## src/rtl/rst_sequencer.sv

```systemverilog
// Reset/flush sequencer for the async FIFO and the MAC behind it.
// Merges reset sources, runs the peer flush handshake, then releases resets in order.
module rst_sequencer #(
  parameter int HOLD_CYCLES = 16,
  parameter int ACK_TIMEOUT = 255,
  parameter int SYNC_STAGES = 2,
  parameter int REL_GAP     = 2
) (
  input  logic       clk,
  input  logic       n_rst,
  input  logic       soft_rst_req,
  input  logic       err_rst_req,
  input  logic       peer_ack,
  input  logic       err_clr,
  output logic       n_fifo_rst,
  output logic       n_mac_rst,
  output logic       flush_req,
  output logic       busy,
  output logic       timeout_err,
  output logic [1:0] rst_cause
);

  localparam int M1   = (HOLD_CYCLES > ACK_TIMEOUT) ? HOLD_CYCLES : ACK_TIMEOUT;
  localparam int MAXC = (M1 > REL_GAP) ? M1 : REL_GAP;
  localparam int CW   = $clog2(MAXC + 1);

  localparam logic [CW-1:0] HOLD_LAST = CW'(HOLD_CYCLES - 1);
  localparam logic [CW-1:0] ACK_LAST  = CW'(ACK_TIMEOUT - 1);
  localparam logic [CW-1:0] GAP_LAST  = CW'(REL_GAP - 1);

  typedef enum logic [2:0] {
    ST_ASSERT,
    ST_HS,
    ST_DROP,
    ST_REL,
    ST_RUN
  } state_t;

  state_t                 state, state_n;
  logic [CW-1:0]          cnt, cnt_n, cnt_inc;
  logic [SYNC_STAGES-1:0] sync_q;
  logic                   ack_s;
  logic                   to_set;
  logic                   te_n;
  logic [1:0]             cause_n;

  assign ack_s   = sync_q[SYNC_STAGES-1];
  assign cnt_inc = (cnt == '1) ? cnt : cnt + CW'(1);

  always_comb begin
    state_n = state;
    cnt_n   = cnt_inc;
    cause_n = rst_cause;
    to_set  = 1'b0;
    unique case (state)
      ST_ASSERT: begin
        if (cnt == HOLD_LAST) begin
          state_n = ST_HS;
          cnt_n   = '0;
        end
      end
      ST_HS: begin
        if (ack_s || cnt == ACK_LAST) begin
          state_n = ST_DROP;
          cnt_n   = '0;
          to_set  = !ack_s;
        end
      end
      ST_DROP: begin
        if (!ack_s || cnt == ACK_LAST) begin
          state_n = ST_REL;
          cnt_n   = '0;
          to_set  = ack_s;
        end
      end
      ST_REL: begin
        if (cnt == GAP_LAST) begin
          cnt_n = '0;
          if (err_rst_req) begin
            state_n = ST_ASSERT;
            cause_n = 2'b10;
          end else begin
            state_n = ST_RUN;
          end
        end
      end
      ST_RUN: begin
        cnt_n = '0;
        if (err_rst_req) begin
          state_n = ST_ASSERT;
          cause_n = 2'b10;
        end else if (soft_rst_req) begin
          state_n = ST_ASSERT;
          cause_n = 2'b01;
        end
      end
      default: begin
        state_n = ST_ASSERT;
        cnt_n   = '0;
      end
    endcase
    // a new timeout outranks a clear on the same edge
    te_n = timeout_err;
    if (err_clr) te_n = 1'b0;
    if (to_set)  te_n = 1'b1;
  end

  always_ff @(posedge clk or negedge n_rst) begin
    if (!n_rst) begin
      state       <= ST_ASSERT;
      cnt         <= '0;
      sync_q      <= '0;
      n_fifo_rst  <= 1'b0;
      n_mac_rst   <= 1'b0;
      flush_req   <= 1'b0;
      busy        <= 1'b1;
      timeout_err <= 1'b0;
      rst_cause   <= 2'b00;
    end else begin
      state       <= state_n;
      cnt         <= cnt_n;
      sync_q      <= {sync_q[SYNC_STAGES-2:0], peer_ack};
      n_fifo_rst  <= (state_n == ST_REL) || (state_n == ST_RUN);
      n_mac_rst   <= (state_n == ST_RUN);
      flush_req   <= (state_n == ST_HS);
      busy        <= (state_n != ST_RUN);
      timeout_err <= te_n;
      rst_cause   <= cause_n;
    end
  end

endmodule

```

## config.mk

```make
export PLATFORM = sky130hd
export DESIGN_NAME = rst_sequencer
export DESIGN_NICKNAME = d
export VERILOG_FILES = /design/src/rtl/rst_sequencer.sv
export SDC_FILE = /design/constraint.sdc
export NUM_CORES = 1
export LEC_CHECK = 0
export ABC_AREA = 1
export BUFFER_PORTS_ARGS = -buffer_cell sky130_fd_sc_hd__buf_2
export CAP_MARGIN = 25
export CORE_MARGIN = 2
export CORE_UTILIZATION = 59
export DETAILED_ROUTE_END_ITERATION = 7
export GPL_TIMING_DRIVEN = 0
export MAX_ROUTING_LAYER = met4
export PLACE_DENSITY = 0.89
export SLEW_MARGIN = 20
export SYNTH_ARGS = -nofsm -noshare
export SYNTH_HDL_FRONTEND = slang
export SYNTH_SLANG_ARGS = --single-unit
```

## constraint.sdc

```tcl
create_clock -name clk -period 3.4 [get_ports clk]
set_input_delay 0.51 -clock clk [delete_from_list [all_inputs] [get_ports clk]]
set_output_delay 0.51 -clock clk [all_outputs]
set_load 0.02 [all_outputs]
```

* Yosys cells after proc, flatten, opt, wreduce, memory -nomap -nowiden
Cells that the tools add are included.
** Storage, ports and cells
- ROM bits :: 0
- Latch bits :: 0
- RAM bits :: 0
- Flip-flop bits (word level) :: 20
- Memories kept :: 0
** Cells by class
- Divide/modulo/power cells :: 0
- Muxes and demuxes :: 24
- Shifts and indexed selects :: 0
- Multiply operators :: 0
- Bitwise logic cells :: 0
- Order comparisons :: 0
- $add $sub $neg :: 1
- Reduce and logical (&&, ||, !) cells :: 8
- Equality and inequality tests :: 15
** Operators with widths (count)
- 8-bit 2-to-1 mux :: 5
- 8-bit case mux with 4 select lines :: 1
- 3-bit 2-to-1 mux :: 7
- 8-bit equality test, second input constant :: 2
- 3-bit case mux with 5 select lines :: 1
- 3-bit by 2-bit equality test with 1-bit output, second input constant :: 3
- 8-bit by 1-bit adder with 8-bit output, second input constant :: 1
- 8-bit by 1-bit equality test with 1-bit output, second input constant :: 1
- 8-bit by 4-bit equality test with 1-bit output, second input constant :: 1
- 2-bit 2-to-1 mux :: 4
- 3-bit by 1-bit equality test with 1-bit output, second input constant :: 2
- 3-bit equality test, second input constant :: 2
- 3-bit inequality test, second input constant :: 2
- 1-bit 2-to-1 mux :: 4
- 2-bit inequality test, second input constant :: 2
- 2-bit case mux with 2 select lines :: 1
- 4-bit AND reduction :: 1
- 2-bit nonzero test :: 2
- 3-bit zero test :: 1
- 1-bit logical OR :: 3
- 1-bit case mux with 2 select lines :: 1
- 1-bit zero test :: 1

* Longest topological paths before layout
Gate-level depths: netlist of run 1.
- Depth after elaboration :: 6
- Mapped depth :: 10
- Gate-level depth less buffers :: 10

* Worst setup path after synthesis of run 1
Ideal clock, no wire load.
- Path kind :: reg-to-reg
- Start point :: register cnt[0]
- End point :: register cnt[7]
- Arrival time :: 1.233 ns
- Clock period less this slack :: 1.356 ns
- Buffers on the path :: 0
- Library setup time :: 0.123 ns
- Cell stages (with the launch flop) :: 7
- Data required time :: 3.277 ns
- Slack :: 2.044 ns
- Cell sequence :: dfrtp_1 -> ha_1 -> nand3_2 -> o21ai_0 -> nand2_1 -> nor2_4 -> nor2_1
** On the way
- Word-level cells in the longest chain between the ends :: 4
** RTL lines
- start: declaration :: line 40 : logic [CW-1:0] cnt, cnt_n, cnt_inc;
- start signal: assignment :: line 121 : cnt <= cnt_n;
- 8-bit by 1-bit adder with 8-bit output (tied with other cells) :: line 48 : assign cnt_inc = (cnt == '1) ? cnt : cnt + CW'(1);
- 8-bit 2-to-1 mux (tied with other cells) :: line 48
- 8-bit 2-to-1 mux, on equally long branches
- 8-bit case mux with 4 select lines (*) :: line 55 : unique case (state)
- net cnt_n[7] :: line 40
Mark *: on every way through the listed nets, which the timed path passes. The rest lies on a longest branch.
A chain may end at the register's enable or synchronous reset.

* Worst setup path in the final report of run 1
- Start point :: register cnt[0]
- End point :: register cnt[5]
Same word-level chain as after synthesis.

==> flow_summary.yaml, run 1 <==
critical_path:
  critical_path_class: "flop to flop"
  rr_startpoint: "cnt[0]"
  startpoint_type: "flop"
  cp-end-kind: "flop"
  critical_path.max_fanout: 8
  setup.worst_path.start: "cnt[0]"
  ff2ff_setup_slack_ps: 1770
  regToRegEndpoint: "cnt[5]"
  r2r_cells: 6
  arrival_ps: 1820
  crit_path_end: "cnt[5]"
  crit_required_ps: 3590
synthesis:
  synth_cell_types: 25
  avgSynthCellArea_um2: 8.50
  synthTopCellsByCount: "nand2_1 (22), dfrtp_1 (19), nor2_1 (19)"
  syn_inst: 122
  post-synth-top-count-cell: "nand2_1"
  ys_seq_area_share_pct: 48.4
  yosysWarnings: 0
  ys_ff_latch: 20
  netlist_area_mm2: 0.00104
  netlist.area_leader.share_pct: 45.8
  syn-num-nets: 131
  synth_ff_type: "dfrtp_1"
  synthArstFlopShare_pct: 100
  yosysTopAreaCell: "dfrtp_1"
  synth_edf_count: 0
  synth.top_cells.by_area: "dfrtp_1 (46%), nand2_1 (8.0%), nor2_1 (6.9%)"
floorplanning:
  die_h_um: 45.9
  num_io_pins: 13
  rows: 15
  dieArea_mm2: 0.00211
  initial_core_util_pct: 61.4
  fp.dieW_um: 45.9
  core_area_mm2: 0.00169
grt:
  grt_pass1_vias: 744
  grt_pass1_wl_um: 2860
  antenna_found_initial: 0
  grt_max_degree: 21
  grt_overflow: 0
  grt_usage_pct: 19.3
cts:
  ctsHoldBuffers: 0
  cts_tree: "built"
  clockBufferDepth: 2
  cts_setup_buffers: 0
  numCtsBuffers: 3
  clk_pin_slew_ps: 120
  clockRootBuffer: "clkbuf_4"
  htree_levels: 1
  ctsResizeCount: 0
  clkSinkCount: 20
  clock_latency_ps: 310
timing:
  timing.final.hold_violations: 0
  timing.fmax_mhz: 613
  rsz0062_at_grt: "no"
  finalSetupViolCount: 0
  relSlewSlack_pct: 71.5
  layout_min_cycle_time_ps: 1630
  tightest_slew_ps: 428
  clock_skew_ps: 16.7
  setup_tns_ps: 0
  slew_viol_final: 0
  period_share_pct: 47.9
power:
  power.density_mw_per_mm2: 664
  leakagePower_nw: 0.643
  peakVddDrop_uv: 419
drt:
  wire_per_inst_um: 11.6
  drc: 0
  detail-route-antenna-nets: 0
  wl_um: 1800
  viasPerCell: 5.51
  vias: 854
  drt_iter0_markers: 9
  dr.pass1.iters: 4
cells_and_area:
  antenna_cells: 0
  drive_above_1_share_pct: 21.0
  nets: 148
  fin_cells: 155
  multi_input_area_um2: 472
  nFillCells: 130
  syn_to_final_growth_pct: 12.9
  fin_util_pct: 69.3
  final-seq-area_um2: 502
place:
  place_congestion: 0.799
  io_buffers: 12
  place_hpwl_um: 1380
  dp_cells: 151
run_status:
  outcome: "finished, final reports clean"
min_path:
  holdCritPathClass: "input port to async pin"
run:
  maxCapViolCount: 0
-- final cells by class --
cell class	instances	area share [%]
Tap cell	17	1.82
Multi-Input combinational cell	85	40.3
Timing Repair Buffer	12	5.13
Inverter	17	5.45
Clock buffer	3	1.92
Sequential cell	20	42.8
Clock inverter	1	2.56
-- power breakdown --
part	total, mW	switching, mW	internal (mW)	leakage, nW
combinational	0.262	0.173	0.0895	0.354
clock	0.194	0.0747	0.119	0.0279
sequential	0.322	0.0390	0.283	0.262
-- layout by cell type, fill, tap and decap left out, types with 2 or more instances in the layout --
cell / instances
nor3_2: 2
o21ai_0: 6
xor2_1: 3
dfrtp_1: 19
nor2_1: 19
nor3_1: 2
buf_2: 12
nand2_1: 22
nand3_1: 7
clkbuf_4: 3
inv_1: 17
ha_1: 3
a21oi_1: 5
nor2_4: 2
nand2_2: 3
-- layer usage --
| layer | vias up | part of all wire (%) | global-route usage, % |
|---|---|---|---|
| met5 | - | 0 | - |
| met4 | 0 | 3.1 | 11.4 |
| met3 | 9 | 5.0 | 2.38 |
| met2 | 27 | 47 | 29.4 |
| met1 | 397 | 45 | 24.2 |
| li1 | 421 | - | - |
-- flip-flops by register name (all words and copies together) (netlist names) --
signal       count
busy             1
n_mac_rst        1
rst_cause        2
n_fifo_rst       1
flush_req        1
cnt              8
state            3
timeout_err      1
sync_q           2
-- logic make-up after synthesis --
logic type	count (synthesis)	share of synthesized area, %
flops	20	48.4
buf+inv	17	6.15
simple gates	64	31.2
xor+xnor	3	2.53
fa+ha+maj	3	3.62
compound gates	15	8.08
-- per-stage QoR --
step                      hold WS (ps)  instance area (µm²)  power [mW]  setup slack, ps
after floorplan                    214                 1040       0.517             2040
after global placement             343                 1120       0.567             1920
after detailed placement           344                 1120       0.581             1840
after CTS                          128                 1170       0.773             1820
after global routing               161                 1170       0.826             1660
final                              112                 1170       0.778             1770
-- critical path: stages, from the launching register on --
cell	delay, ps
dfrtp_1	440
ha_1	220
nand3_2	190
o21ai_0	270
nand2_1	120
nor2_4	190
a21oi_1	70
-- how the worst min path moves through the flow --
stage | startpoint | end | slack, ps
finish | n_rst | cnt[0] | 110
global route | n_rst | cnt[0] | 160
CTS | n_rst | cnt[0] | 130
detailed placement | sync_q[0] | sync_q[1] | 340
global placement | sync_q[0] | sync_q[1] | 340
floorplan | n_rst | cnt[0] | 210
Note: power is estimated with default switching activity, not from simulation.
==> run 2, diff against run 1 <==
Settings changed: CORE_UTILIZATION 59 to 55, PLACE_DENSITY 0.89 to 0.84.
Clock period 3.4 ns to 1.55 ns, I/O delays scaled along.
==> flow_summary.yaml, run 2 (same netlist as run 1, synthesis figures left out) <==
timing:
  rsz0062_at_grt: "yes"
  finalSetupViolCount: 0
  timing.final.hold_violations: 0
  tightest_slew_ps: 422
  clock_skew_ps: 4.05
  layout_min_cycle_time_ps: 1490
  period_share_pct: 95.9
  relSlewSlack_pct: 71.9
  timing.fmax_mhz: 673
  slew_viol_final: 0
cts:
  clk_pin_slew_ps: 100
  clock_latency_ps: 300
  htree_levels: 1
  clockRootBuffer: "clkbuf_4"
  numCtsBuffers: 3
  cts_tree: "built"
  clockBufferDepth: 2
  clkSinkCount: 20
run_status:
  outcome: "finished, final reports clean"
grt:
  grt_pass1_wl_um: 3200
  grt_pass1_vias: 817
  grt_usage_pct: 21.9
  grt_max_degree: 21
  grt_overflow: 0
  antenna_found_initial: 0
power:
  peakVddDrop_uv: 898
  finalPower_mw: 1.80
  power.density_mw_per_mm2: 1440
  leakagePower_nw: 0.655
drt:
  wl_um: 1920
  dr.pass1.iters: 4
  drt_iter0_markers: 14
  detail-route-antenna-nets: 0
  viasPerCell: 5.06
  wire_per_inst_um: 11.5
  vias: 840
  drc: 0
critical_path:
  startpoint_type: "flop"
  critical_path_class: "flop to flop"
  crit_chain: "ha_2 -> nand3_4 -> o21ai_1 -> nand2_2 -> nor2_4 -> nor2_1"
  crit_required_ps: 1740
  cp_num_buf_inv: 0
  slowest_delay_ps: 440
  arrival_ps: 1680
  cp-end-kind: "flop"
  cp_top_family: "simple AND/OR/NAND/NOR gates"
  critical_path.max_fanout: 8
  slowest_stage: "dfrtp_2"
cells_and_area:
  syn_to_final_growth_pct: 21.2
  fin_area_mm2: 0.00126
  max_flop_register: "cnt"
  largest_reg_flops: 8
  reg_top3: "cnt (8), state (3)"
  drive_above_1_share_pct: 31.2
  final_cell_mix: "nand2_1 (20), nor2_1 (17), dfrtp_1 (17)"
  final_common_cell: "nand2_1"
  fin_cells: 166
  nets: 151
  antenna_cells: 0
  fin_util_pct: 72.0
place:
  dp_cells: 159
  place_congestion: 0.831
  place_hpwl_um: 1360
  io_buffers: 12
  placed_area_mm2: 0.00113
floorplanning:
  dieArea_mm2: 0.00225
  die_h_um: 47.4
  fp.dieW_um: 47.4
  initial_core_util_pct: 59.4
  num_io_pins: 13
  rows: 15
  core_area_mm2: 0.00175
run:
  maxCapViolCount: 0
min_path:
  holdCritPathClass: "input port to flop"
-- run 2: changes by cell type in the layout (fill, tap and decap cells not counted), sizes merged --
cell,delta
buf,+2
dlygate4sd3,+1
-- run 2: where the power goes --
part	leakage (nW)	internal, mW	switching [mW]
combinational	0.368	0.246	0.410
sequential	0.259	0.624	0.108
clock	0.0279	0.262	0.154
total	0.655	1.13	0.673
-- run 2: what timing repair did --
| action | CTS | global route |
|---|---|---|
| hold buffers | 1 | 0 |
| endpoints found under the setup margin | 0 | 10 |
| buffers inserted | 0 | 2 |
| resized for setup | 0 | 17 |
| hold endpoints to repair | 19 | 0 |
-- run 2: worst paths after layout --
path                       cells past startpoint  slack [ps]       from     endpoint
max reg2reg                                    6          60     cnt[0]       cnt[0]
min                                            1          30   peer_ack    sync_q[0]
min reg2reg                                    0         370  sync_q[0]    sync_q[1]
max in group asynchronous                      2         840      n_rst         busy
min in group asynchronous                      2         380      n_rst  timeout_err
max                                            6          60     cnt[0]       cnt[0]
-- run 2: per-stage QoR --
stage	hold WS (ps)	TNS (ps)	setup slack, ps
after global routing	5.05	-62.2	-21.4
after global placement	190	0	54.4
after detailed placement	191	0	27.7
after CTS	25.5	0	3.02
after floorplan	-63.1	0	194
final	33.6	0	63.3
-- run 2: area by class of cell --
| cell class | instances | area (µm²) |
|---|---|---|
| Sequential cell | 20 | 504 |
| Inverter | 17 | 63.8 |
| Timing Repair Buffer | 15 | 85.1 |
| Multi-Input combinational cell | 85 | 520 |
| Clock buffer | 3 | 22.5 |
| Fill cell | 139 | 488 |
| Tap cell | 25 | 31.3 |
| Clock inverter | 1 | 30.0 |
-- run 2: per-layer routing --
layer  global-route usage [%]  part of all wire [%]  wire (µm)
met3                     9.06                   4.7         90
met4                     9.44                   2.6         49
met5                        -                     0          0
met2                     34.3                    52        995
met1                     24.6                    41        781
==> run 3, diff against run 2 <==
Settings changed: CORE_UTILIZATION 55 to 50, PLACE_DENSITY 0.84 to 0.78.
==> flow_summary.yaml, run 3 (same netlist as run 1, synthesis figures left out) <==
drt:
  detail-route-antenna-nets: 0
  vias: 879
  viasPerCell: 5.05
  wl_um: 2160
  wire_per_inst_um: 12.4
  dr.pass1.iters: 4
  drc: 0
  drt_iter0_markers: 22
cts:
  clkSinkCount: 20
  numCtsBuffers: 3
  clockRootBuffer: "clkbuf_4"
  clockBufferDepth: 2
  cts_tree: "built"
  clk_pin_slew_ps: 110
  clock_latency_ps: 300
  htree_levels: 1
floorplanning:
  num_io_pins: 13
  fp.dieW_um: 49.5
  initial_core_util_pct: 52.9
  rows: 16
  die_h_um: 49.5
  core_area_mm2: 0.00196
  dieArea_mm2: 0.00245
cells_and_area:
  largest_reg_flops: 8
  final-seq-area_um2: 505
  final_cell_mix: "nand2_1 (20), nor2_1 (16), dfrtp_1 (16)"
  fin_util_pct: 68.3
  fin_area_mm2: 0.00134
  reg_top3: "cnt (8), state (3)"
  syn_to_final_growth_pct: 29.2
  nets: 157
  max_flop_register: "cnt"
  multi_input_area_um2: 554
  nFillCells: 159
  drive_above_1_share_pct: 38.8
  final_common_cell: "nand2_1"
  antenna_cells: 0
critical_path:
  setup.worst_path.start: "cnt[0]"
  rr_startpoint: "cnt[0]"
  critical_path_class: "flop to flop"
  startpoint_type: "flop"
  r2r_cells: 9
  slowest_delay_ps: 440
  crit_required_ps: 1740
  critical_path.max_fanout: 8
  cp-end-kind: "flop"
  ff2ff_setup_slack_ps: 40
  regToRegEndpoint: "cnt[1]"
  crit_chain: "inv_2 -> ha_4 -> nand2_4 -> nor2_4 -> nand2_2 -> nand3_2 -> nand2_2 -> nor2_4 -> nor2_1"
  arrival_ps: 1700
  slowest_stage: "dfrtp_2"
  crit_path_end: "cnt[1]"
run:
  maxCapViolCount: 0
power:
  clkPwrFrac_pct: 21.8
  power.switching_uw: 738
  leakagePower_nw: 0.697
  p_int_mw: 1.19
  power.density_mw_per_mm2: 1440
  switching_share_pct: 38.2
  seq_power_share_pct: 37.8
  peakVddDrop_uv: 919
  p_comb_share_pct: 40.4
place:
  place_hpwl_um: 1360
  placed_area_mm2: 0.00113
  place_congestion: 0.844
  io_buffers: 12
grt:
  grt_max_degree: 21
  grt_pass1_wl_um: 3470
  grtUsageMet2_pct: 34.0
  grt_use_met1_pct: 20.7
  grtUsageMet3_pct: 3.03
  grt.busiest_layer: "met2"
  grt_overflow: 0
  grt_pass1_vias: 879
  antenna_found_initial: 0
  grt_usage_pct: 18.9
timing:
  layout_min_cycle_time_ps: 1510
  timing.final.hold_violations: 0
  clock_skew_ps: 1.51
  finalSetupViolCount: 0
  tightest_slew_ps: 421
  period_share_pct: 97.7
  timing.fmax_mhz: 660
  fin_hold_ws_ps: 32.5
  relSlewSlack_pct: 71.7
  rsz0062_at_grt: "yes"
  slew_viol_final: 0
min_path:
  holdCritPathClass: "input port to flop"
run_status:
  outcome: "finished, final reports clean"
[run 3: cell types whose count changed in the layout (fill, tap and decap cells not counted), sizes merged]
cell  previous run  this run
buf             14        20
[run 3: critical path, delay by kind of cell (launching register included)]
family | cells | cell delay [ps]
buf+inv | 1 | 80
fa+ha+maj | 1 | 140
simple gates | 7 | 730
flops | 1 | 440
[run 3: cell type report]
| class | instances | area share (%) |
|---|---|---|
| clock inverters | 1 | 2.24 |
| repair buffers | 21 | 9.71 |
| well taps | 27 | 2.52 |
| inverters | 17 | 4.76 |
| multi-input cells | 85 | 41.4 |
| flip-flops and latches | 20 | 37.7 |
| clock buffers | 3 | 1.68 |
[run 3: worst min path at each step]
stage / start / end / depth (start not counted)
finish: peer_ack / sync_q[0] / 1
global route: peer_ack / sync_q[0] / 1
CTS: peer_ack / sync_q[0] / 1
detailed placement: n_rst / cnt[5] / 1
global placement: n_rst / cnt[5] / 1
floorplan: n_rst / cnt[0] / 0
[run 3: power groups by stage]
stage | logic, mW | clock network (mW) | registers [mW]
2_1_floorplan | 0.389 | 0 | 0.745
3_3_place_gp | 0.537 | 0 | 0.716
3_5_place_dp | 0.566 | 0 | 0.721
4_1_cts | 0.599 | 0.430 | 0.707
5_1_grt | 0.864 | 0.448 | 0.741
6_report | 0.781 | 0.420 | 0.730
[run 3: per-layer routing]
metal,wire [µm],vias to the layer above
met1,893,422
met5,0,-
met4,41,0
met3,47,6
met2,1170,14
li1,-,437
[run 3: repair_timing]
item	4_1_cts	5_1_grt
hold buffers	1	0
endpoints found under the setup margin	8	10
buffers inserted	3	5
hold endpoints to repair	19	0
gates resized for setup	1	25
pin swaps	1	8
[run 3: through the flow]
| stage | power (mW) | setup TNS, ps | std cells | worst slack [ps] |
|---|---|---|---|---|
| 6_report | 1.93 | 0 | 174 | 35.8 |
| 2_1_floorplan | 1.13 | 0 | 122 | 194 |
| 5_1_grt | 2.05 | -173 | 174 | -83.5 |
| 3_5_place_dp | 1.29 | -3.73 | 161 | -3.73 |
| 4_1_cts | 1.74 | 0 | 169 | 17.1 |
| 3_3_place_gp | 1.25 | 0 | 161 | 52.2 |
